## config.mk

```make
export PLATFORM = sky130hd
export DESIGN_NAME = vga_ram_arbiter
export DESIGN_NICKNAME = d
export VERILOG_FILES = /design/src/rtl/vga_ram_pkg.sv /design/src/rtl/vga_ram_arbiter.sv
export SDC_FILE = /design/constraint.sdc
export NUM_CORES = 1
export LEC_CHECK = 0
export BUFFER_PORTS_ARGS = -buffer_cell sky130_fd_sc_hd__buf_2
export CAP_MARGIN = 40
export CORE_UTILIZATION = 50
export DETAILED_ROUTE_END_ITERATION = 16
export PLACE_DENSITY = 0.93
export SETUP_SLACK_MARGIN = 0.15
export SYNTH_ARGS = -nofsm -noshare
export SYNTH_HDL_FRONTEND = slang
export SYNTH_SLANG_ARGS = --single-unit
```

## constraint.sdc

```tcl
create_clock -name clk -period 3.8 [get_ports clk]
set_input_delay 0.38 -clock clk [delete_from_list [all_inputs] [get_ports clk]]
set_output_delay 0.38 -clock clk [all_outputs]
set_load 0.01 [all_outputs]
```

## src/rtl/vga_ram_pkg.sv

```systemverilog
// Shared types for the VGA/CPU RAM arbiter: FSM states, grant
// encoding and default bus widths.
package vga_ram_pkg;

    localparam int DEF_ADDR_W = 24;
    localparam int DEF_DATA_W = 16;

    typedef enum logic [1:0] {
        IDLE,
        ACCESS,
        DONE
    } state_t;

    typedef enum logic {
        GNT_VGA,
        GNT_CPU
    } gnt_t;

endpackage

```

## src/rtl/vga_ram_arbiter.sv

```systemverilog
// Shares the external RAM port between VGA pixel fetch and the CPU.
// VGA has priority; a streak counter guarantees periodic CPU grants.
module vga_ram_arbiter
    import vga_ram_pkg::*;
#(
    parameter int ADDR_W           = DEF_ADDR_W,
    parameter int DATA_W           = DEF_DATA_W,
    parameter int ACCESS_CYCLES    = 2,
    parameter int CPU_STARVE_LIMIT = 4
) (
    input  logic              clk,
    input  logic              rst_n,
    input  logic              vga_req,
    input  logic [ADDR_W-1:0] vga_addr,
    output logic              vga_ack,
    output logic [DATA_W-1:0] vga_rdata,
    input  logic              cpu_req,
    input  logic              cpu_we,
    input  logic [ADDR_W-1:0] cpu_addr,
    input  logic [DATA_W-1:0] cpu_wdata,
    output logic              cpu_ack,
    output logic [DATA_W-1:0] cpu_rdata,
    output logic              ram_cs,
    output logic              ram_we,
    output logic [ADDR_W-1:0] ram_addr,
    output logic [DATA_W-1:0] ram_wdata,
    input  logic [DATA_W-1:0] ram_rdata
);

    localparam int CNT_W = (ACCESS_CYCLES > 1) ? $clog2(ACCESS_CYCLES) : 1;
    localparam int STK_W = $clog2(CPU_STARVE_LIMIT + 1);
    localparam logic [CNT_W-1:0] CNT_LOAD = CNT_W'(ACCESS_CYCLES - 1);
    localparam logic [STK_W-1:0] STK_MAX  = STK_W'(CPU_STARVE_LIMIT);

    state_t            state, state_nxt;
    gnt_t              gnt, gnt_nxt;
    logic [CNT_W-1:0]  cnt, cnt_nxt;
    logic [STK_W-1:0]  streak, streak_nxt;
    logic              cs_nxt, we_nxt;
    logic [ADDR_W-1:0] addr_nxt;
    logic [DATA_W-1:0] wdata_nxt;
    logic              vack_nxt, cack_nxt;
    logic [DATA_W-1:0] vrdata_nxt, crdata_nxt;
    logic              cpu_wins;

    // CPU takes the port when alone, or when VGA has used up its streak
    assign cpu_wins = cpu_req && (!vga_req || streak == STK_MAX);

    always_ff @(posedge clk or negedge rst_n) begin
        if (!rst_n) begin
            state     <= IDLE;
            gnt       <= GNT_VGA;
            cnt       <= '0;
            streak    <= '0;
            ram_cs    <= 1'b0;
            ram_we    <= 1'b0;
            ram_addr  <= '0;
            ram_wdata <= '0;
            vga_ack   <= 1'b0;
            cpu_ack   <= 1'b0;
            vga_rdata <= '0;
            cpu_rdata <= '0;
        end else begin
            state     <= state_nxt;
            gnt       <= gnt_nxt;
            cnt       <= cnt_nxt;
            streak    <= streak_nxt;
            ram_cs    <= cs_nxt;
            ram_we    <= we_nxt;
            ram_addr  <= addr_nxt;
            ram_wdata <= wdata_nxt;
            vga_ack   <= vack_nxt;
            cpu_ack   <= cack_nxt;
            vga_rdata <= vrdata_nxt;
            cpu_rdata <= crdata_nxt;
        end
    end

    always_comb begin
        state_nxt  = state;
        gnt_nxt    = gnt;
        cnt_nxt    = cnt;
        streak_nxt = streak;
        cs_nxt     = ram_cs;
        we_nxt     = ram_we;
        addr_nxt   = ram_addr;
        wdata_nxt  = ram_wdata;
        vack_nxt   = 1'b0;
        cack_nxt   = 1'b0;
        vrdata_nxt = vga_rdata;
        crdata_nxt = cpu_rdata;
        unique case (state)
            IDLE: begin
                if (!cpu_req) streak_nxt = '0;
                if (cpu_wins) begin
                    gnt_nxt    = GNT_CPU;
                    we_nxt     = cpu_we;
                    addr_nxt   = cpu_addr;
                    wdata_nxt  = cpu_wdata;
                    streak_nxt = '0;
                end else if (vga_req) begin
                    gnt_nxt   = GNT_VGA;
                    we_nxt    = 1'b0;
                    addr_nxt  = vga_addr;
                    wdata_nxt = '0;
                    if (cpu_req) streak_nxt = streak + 1'b1;
                end
                if (cpu_req || vga_req) begin
                    cs_nxt    = 1'b1;
                    cnt_nxt   = CNT_LOAD;
                    state_nxt = ACCESS;
                end
            end
            ACCESS: begin
                if (cnt == '0) begin
                    cs_nxt    = 1'b0;
                    we_nxt    = 1'b0;
                    state_nxt = DONE;
                    if (gnt == GNT_CPU) begin
                        cack_nxt = 1'b1;
                        if (!ram_we) crdata_nxt = ram_rdata;
                    end else begin
                        vack_nxt   = 1'b1;
                        vrdata_nxt = ram_rdata;
                    end
                end else begin
                    cnt_nxt = cnt - 1'b1;
                end
            end
            DONE: state_nxt = IDLE;
            default: state_nxt = IDLE;
        endcase
    end

endmodule
```

==> results.toml, run 1 <==
[power]
fraction_of_power_consumed_by_sequential_logic_pct = 41.4
max-vdd-ir-drop_v = 0.000380
power.combinational.fraction_pct = 44.3
power.switching_fraction_pct = 37.4
p_int_mw = 2.34
p_clk_share_pct = 14.3
powerDensity_mw_per_mm2 = 816
leakage_nw = 2.32
p_sw_mw = 1.40

[drt]
detailroute.via_count = 2923
finalWirelength_um = 8250
wl_per_cell_um = 15.2
drt_iter0_markers = 98
route.detailed.drc = 0
drtAntennaViolNets = 0
detailedRoute.firstPassIterationCount = 4
vias_per_cell = 5.39

[global_route]
via_count_of_the_first_global_routing_pass = 2884
first_pass_grt_wire_length_um = 13300
number_of_antenna_violations_at_the_first_check_in_global_routing = 0
grt_remaining_overflow = 0
grt_start_max_net_pins = 43
global_route.usage.total_pct = 22.8

[layout]
antennaDiodeCount = 0
syn2layout_area_growth_pct = 28.9
fin_nets = 528
layout.filler_cells = 523
final_cell_count_no_fill = 542
layout-drive-gt1-share_pct = 48.2

[clocking]
htree_levels = 3
worst_setup_hold_path_clk_slew_ps = 80
clk_latency_ps = 340
numCtsBuffers = 9
clock_tree.root_cell = "clkbuf_8"
cts-resized-gates = 0
clkSinkCount = 83
post-cts-setup-buffers = 0
cts-hold-fix-buffers = 0
clk_path_buf_depth = 2
cts_tree = "built"

[timing]
fin_worst_hold_slack_ps = 17.9
finalSetupViolations = 0
final-hold-violation-count = 0
achievable-frequency_mhz = 438
worst_clock_skew_ps = 11.1
tightestPinTransition_ps = 840
drv_slew = 0
period_needed_ps = 2280
setup_tns_ps = 0
rsz0062_at_grt = "false"
final.period_utilization_pct = 60.1
worst_slew_margin_relative_to_its_limit_pct = 43.9

[die]
floorplan.die_area_mm2 = 0.00744
die_y_um = 86.2
std_cell_rows = 30
die-width_um = 86.2
floorplan.core_area_mm2 = 0.00683
floorplan.io_pins = 161
initial_core_util_pct = 51.9

[synth]
synth.area.mux_share_pct = 11.5
synth_most_common_cell = "dfrtp_1"
synth_warn = 0
post_synth_inst_count = 293
count_of_flip_flops_with_a_built_in_enable_after_synthesis = 0
asyncSetResetFlopFracSynth_pct = 100
post_synth_fa_ha_maj_area_fraction_pct = 0.705
synthDominantCellAreaShare_pct = 58.5
yosys.area.top_type = "dfrtp_1"
synth.cell_area_mm2 = 0.00355
synth_compound_area_share_pct = 11.4
synth_seq_area_share_pct = 58.5
most_frequent_cells_after_synthesis = "dfrtp_1, inv_1, nand4_1"
mappedNetlistNets = 380
synth_cell_types = 29
post_synth_and_or_nand_nor_area_fraction_pct = 11.2
ys_top_cells_by_area = "dfrtp_1, mux2_2, o221ai_1"
postSynthRegisterBits = 83
synth_flop_cell = "dfrtp_1"
synth_xor_xnor_area_share_pct = 0
avgSynthCellArea_um2 = 12.1
largest_family_of_logic_cells_by_synthesized_area = "multiplexers"

[place]
detailed_place_hpwl_um = 5930
dpl.cell_count = 526
globalplace.congestion = 0.754
place.port_buffers = 160

[worst_setup_path]
worst_setup_path_start_kind = "flip-flop"
crit_slowest_cell = "and2_1"
critPathArrivalTime_ps = 2450
path_delay_family = "simple AND/OR/NAND/NOR gates"
worstPathCellList = "inv_1 -> ha_1 -> a21bo_2 -> and2_1 -> o221ai_1"
worstSetupEndpointType = "flip-flop"
worst_path_largest_cell_delay_ps = 750
critical_path_buf_inv_count = 1
classification_of_the_worst_setup_path = "reg2reg"
worst-endpoint-required_ps = 3970
crit_fanout = 27

[run]
reported_max_cap_violation_count = 0

[run_status]
outcome = "finished clean"

[hold_path]
type_of_the_tightest_min_delay_check = "in2async"
[kinds of logic after synthesis]
| family | count (synthesis) |
|---|---|
| AO/OA/AOI/OAI | 48 |
| adder cells (fa/ha/maj) | 2 |
| buffers and inverters | 57 |
| flip-flops | 83 |
| multiplexers | 33 |
| AND/OR/NAND/NOR | 70 |
[power groups by stage]
stage | Clock, mW | Sequential, mW | Combinational, mW
floorplan | 0 | 1.72 | 0.853
CTS | 0.548 | 1.55 | 1.67
global placement | 0 | 1.53 | 1.59
finish | 0.534 | 1.54 | 1.66
detailed placement | 0 | 1.56 | 1.67
global route | 0.585 | 1.60 | 1.82
[area by class of cell]
class / count / area, um^2 / area share, %
Clock inverter: 4 / 27.5 / 0.602
Sequential cell: 83 / 2080 / 45.4
Tap cell: 96 / 120 / 2.63
Clock buffer: 12 / 135 / 2.95
Inverter: 30 / 113 / 2.46
Multi-Input combinational cell: 153 / 1240 / 27.2
Timing Repair Buffer: 164 / 861 / 18.8
[worst register-to-register path: stages, from the launching register on]
cell      delay [ps]
dfrtp_1          420
inv_1             70
ha_1             160
a21bo_2          480
and2_1           770
o221ai_1         220
[metrics by stage]
step | worst slack (ps) | total power, mW | cell area (um^2) | utilization, %
final | 1520 | 3.73 | 4580 | 67.0
after global routing | 1270 | 4.00 | 4580 | 67.0
after CTS | 1510 | 3.76 | 4580 | 67.0
after detailed placement | 1430 | 3.22 | 4410 | 64.6
after global placement | 1340 | 3.12 | 4360 | 63.9
after floorplan | 1970 | 2.57 | 3550 | -
[worst paths after layout]
kind                                    start             to  slack (ps)  cells past startpoint
worst max-delay path                streak[0]   ram_addr[20]        1520                      5
worst min-delay path                    rst_n  cpu_rdata[14]          20                      1
max in group asynchronous               rst_n    ram_addr[3]        3190                      2
worst min register to register         ram_cs         ram_cs         480                      2
worst max register to register      streak[0]   ram_addr[20]        1520                      5
min in group clk                cpu_wdata[13]  ram_wdata[13]         260                      2
[routing by layer]
metal / routed length [um] / up-vias / part of all wire [%] / track usage [%]
met4: 133 / 0 / 1.6 / 9.24
met2: 4060 / 126 / 49 / 37.6
met5: 0 / - / 0 / 0
met1: 3590 / 1423 / 44 / 30.2
met3: 469 / 13 / 5.7 / 4.00
li1: - / 1361 / - / -
[flip-flops by register name (all words and copies together) (netlist names), 2 cells and up]
| name | cells |
|---|---|
| cpu_rdata | 16 |
| ram_addr | 24 |
| ram_wdata | 16 |
| state | 2 |
| streak | 3 |
| vga_rdata | 16 |
[cell usage in the layout, fill, tap and decap left out, types with 8 or more instances in the layout]
cell type / count
clkbuf_8: 9
nand4_1: 26
mux2_2: 22
dfrtp_1: 83
inv_1: 30
nand2_1: 8
nand3_1: 25
mux2_4: 10
buf_2: 159
a22o_1: 16
o221ai_1: 24
No activity file was read; power rests on OpenSTA's default activity.
==> run 2: changes to the inputs <==
Settings changed: CORE_UTILIZATION 50 to 47, PLACE_DENSITY 0.93 to 0.89.
Clock period 3.8 ns to 2.2 ns, I/O delays scaled along.
==> run 2 against run 1 <==
First-iteration DRC count is 57% higher. Power is 80% higher. Critical endpoint is now cpu_rdata[0]. Register-to-register slack worse by 1200 ps. Non-clock buffer count is 6 higher. Via count is 0.24% higher. Worst setup slack worse by 1200 ps.
==> results.toml, run 2 (same netlist as run 1, synthesis figures left out) <==
[drt]
drtAntennaViolNets = 0
drt_iter0_markers = 154
detailroute.via_count = 2930
wl_per_cell_um = 15.9
route.detailed.drc = 0
finalWirelength_um = 8730
vias_per_cell = 5.33
detailedRoute.firstPassIterationCount = 4

[power]
p_sw_mw = 2.45
power.combinational.fraction_pct = 42.7
max-vdd-ir-drop_v = 0.000567
p_clk_share_pct = 17.6
leakage_nw = 2.37
fraction_of_power_consumed_by_sequential_logic_pct = 39.6
power.switching_fraction_pct = 36.5
powerDensity_mw_per_mm2 = 1440
p_int_mw = 4.27

[layout]
final_cell_mix = "buf_2, dfrtp_1, inv_1, nand4_1, nand3_1"
syn2layout_area_growth_pct = 31.5
max_flop_register = "ram_addr"
finalCoreUtilization_pct = 64.0
fin_nets = 534
layout_commonest_cell = "buf_2"
antennaDiodeCount = 0
final_cell_count_no_fill = 550
layout-drive-gt1-share_pct = 49.4
largest_reg_flops = 24

[worst_setup_path]
classification_of_the_worst_setup_path = "reg2reg"
crit_fanout = 16
r2r_cells = 4
cp-endpoint = "cpu_rdata[0]"
critPathArrivalTime_ps = 2070
crit_path_start = "state[1]"
worstSetupEndpointType = "flip-flop"
worstReg2RegStart = "state[1]"
worst_path_largest_cell_delay_ps = 510
reg_to_reg_end = "cpu_rdata[0]"
regToRegSetupSlack_ps = 350
worst_setup_path_start_kind = "flip-flop"
worst-endpoint-required_ps = 2420
worstPathCellList = "or3b_1 -> nor3b_4 -> buf_12 -> mux2_2"
crit_slowest_cell = "or3b_1"

[timing]
achievable-frequency_mhz = 541
setup_tns_ps = 0
finalSetupViolations = 0
worst_clock_skew_ps = 13.7
drv_slew = 0
final.period_utilization_pct = 84.0
minimum_setup_slack_in_the_final_design_ps = 351
rsz0062_at_grt = "false"
period_needed_ps = 1850
fin_worst_hold_slack_ps = 86.6
final-hold-violation-count = 0
tightestPinTransition_ps = 667
worst_slew_margin_relative_to_its_limit_pct = 55.4

[global_route]
grt_start_max_net_pins = 41
first_pass_grt_wire_length_um = 13300
grt_remaining_overflow = 0
number_of_antenna_violations_at_the_first_check_in_global_routing = 0
global_route.usage.total_pct = 22.6
via_count_of_the_first_global_routing_pass = 2826

[clocking]
numCtsBuffers = 9
clkSinkCount = 83
cts_tree = "built"
htree_levels = 3
worst_setup_hold_path_clk_slew_ps = 80
clk_latency_ps = 350
post-cts-setup-buffers = 0
clk_path_buf_depth = 2
clock_tree.root_cell = "clkbuf_8"

[hold_path]
min_path_cells = 2
type_of_the_tightest_min_delay_check = "in2reg"

[die]
initial_core_util_pct = 48.7
floorplan.die_area_mm2 = 0.00790
std_cell_rows = 31
die_y_um = 88.9
floorplan.core_area_mm2 = 0.00729
die-width_um = 88.9
floorplan.io_pins = 161

[place]
place.port_buffers = 160
post-place-ws_ps = 290
detailed_place_hpwl_um = 6250
globalplace.congestion = 0.705
dpl.cell_count = 534

[run_status]
outcome = "finished clean"

[run]
reported_max_cap_violation_count = 0
run 2: stage by stage:
stage / total power, mW / instance area [um^2]
3_5_place_dp: 5.58 / 4440
2_1_floorplan: 4.45 / 3550
5_1_grt: 7.22 / 4660
3_3_place_gp: 5.43 / 4440
4_1_cts: 6.78 / 4660
6_report: 6.72 / 4660
run 2: layout make-up:
class,instances,area [um^2]
fill,594,2630
multi-input combinational,153,1240
clock buffer,9,124
tap,99,124
clock inverter,6,90.1
inverter,30,113
timing repair buffer,170,893
sequential,83,2080
run 2: critical path: cells and delay by family, from the launching register on:
family	cells	cell delay [ps]
buffers and inverters	1	200
flip-flops	1	420
multiplexers	1	360
AND/OR/NAND/NOR	2	760
run 2: worst min-delay path by stage:
stage	from	end	slack, ps
3_5_place_dp	rst_n	vga_rdata[8]	220
2_1_floorplan	rst_n	cnt	-80
5_1_grt	cpu_wdata[6]	ram_wdata[6]	50
3_3_place_gp	rst_n	ram_addr[11]	210
4_1_cts	cpu_wdata[6]	ram_wdata[6]	70
6_report	cpu_wdata[6]	ram_wdata[6]	90
run 2: what timing repair did:
item                                    CTS  global route
endpoints found under the setup margin    0            23
hold endpoints to repair                 36             0
resized for setup                         0             1
hold buffers                              1             0
run 2: power groups by stage:
stage                     sequential, mW  clock (mW)  combinational (mW)
after global placement              2.65           0                2.78
after floorplan                     2.97           0                1.47
after CTS                           2.67        1.21                2.90
final                               2.66        1.18                2.87
after detailed placement            2.69           0                2.89
after global routing                2.75        1.29                3.18
run 2: layer usage:
| metal | vias up | GRT usage, % | share of wire (%) |
|---|---|---|---|
| li1 | 1378 | - | - |
| met1 | 1438 | 28.4 | 42 |
| met2 | 112 | 39.0 | 52 |
| met3 | 2 | 5.72 | 6.0 |
| met4 | 0 | 6.60 | 0.33 |
| met5 | - | 0 | 0 |
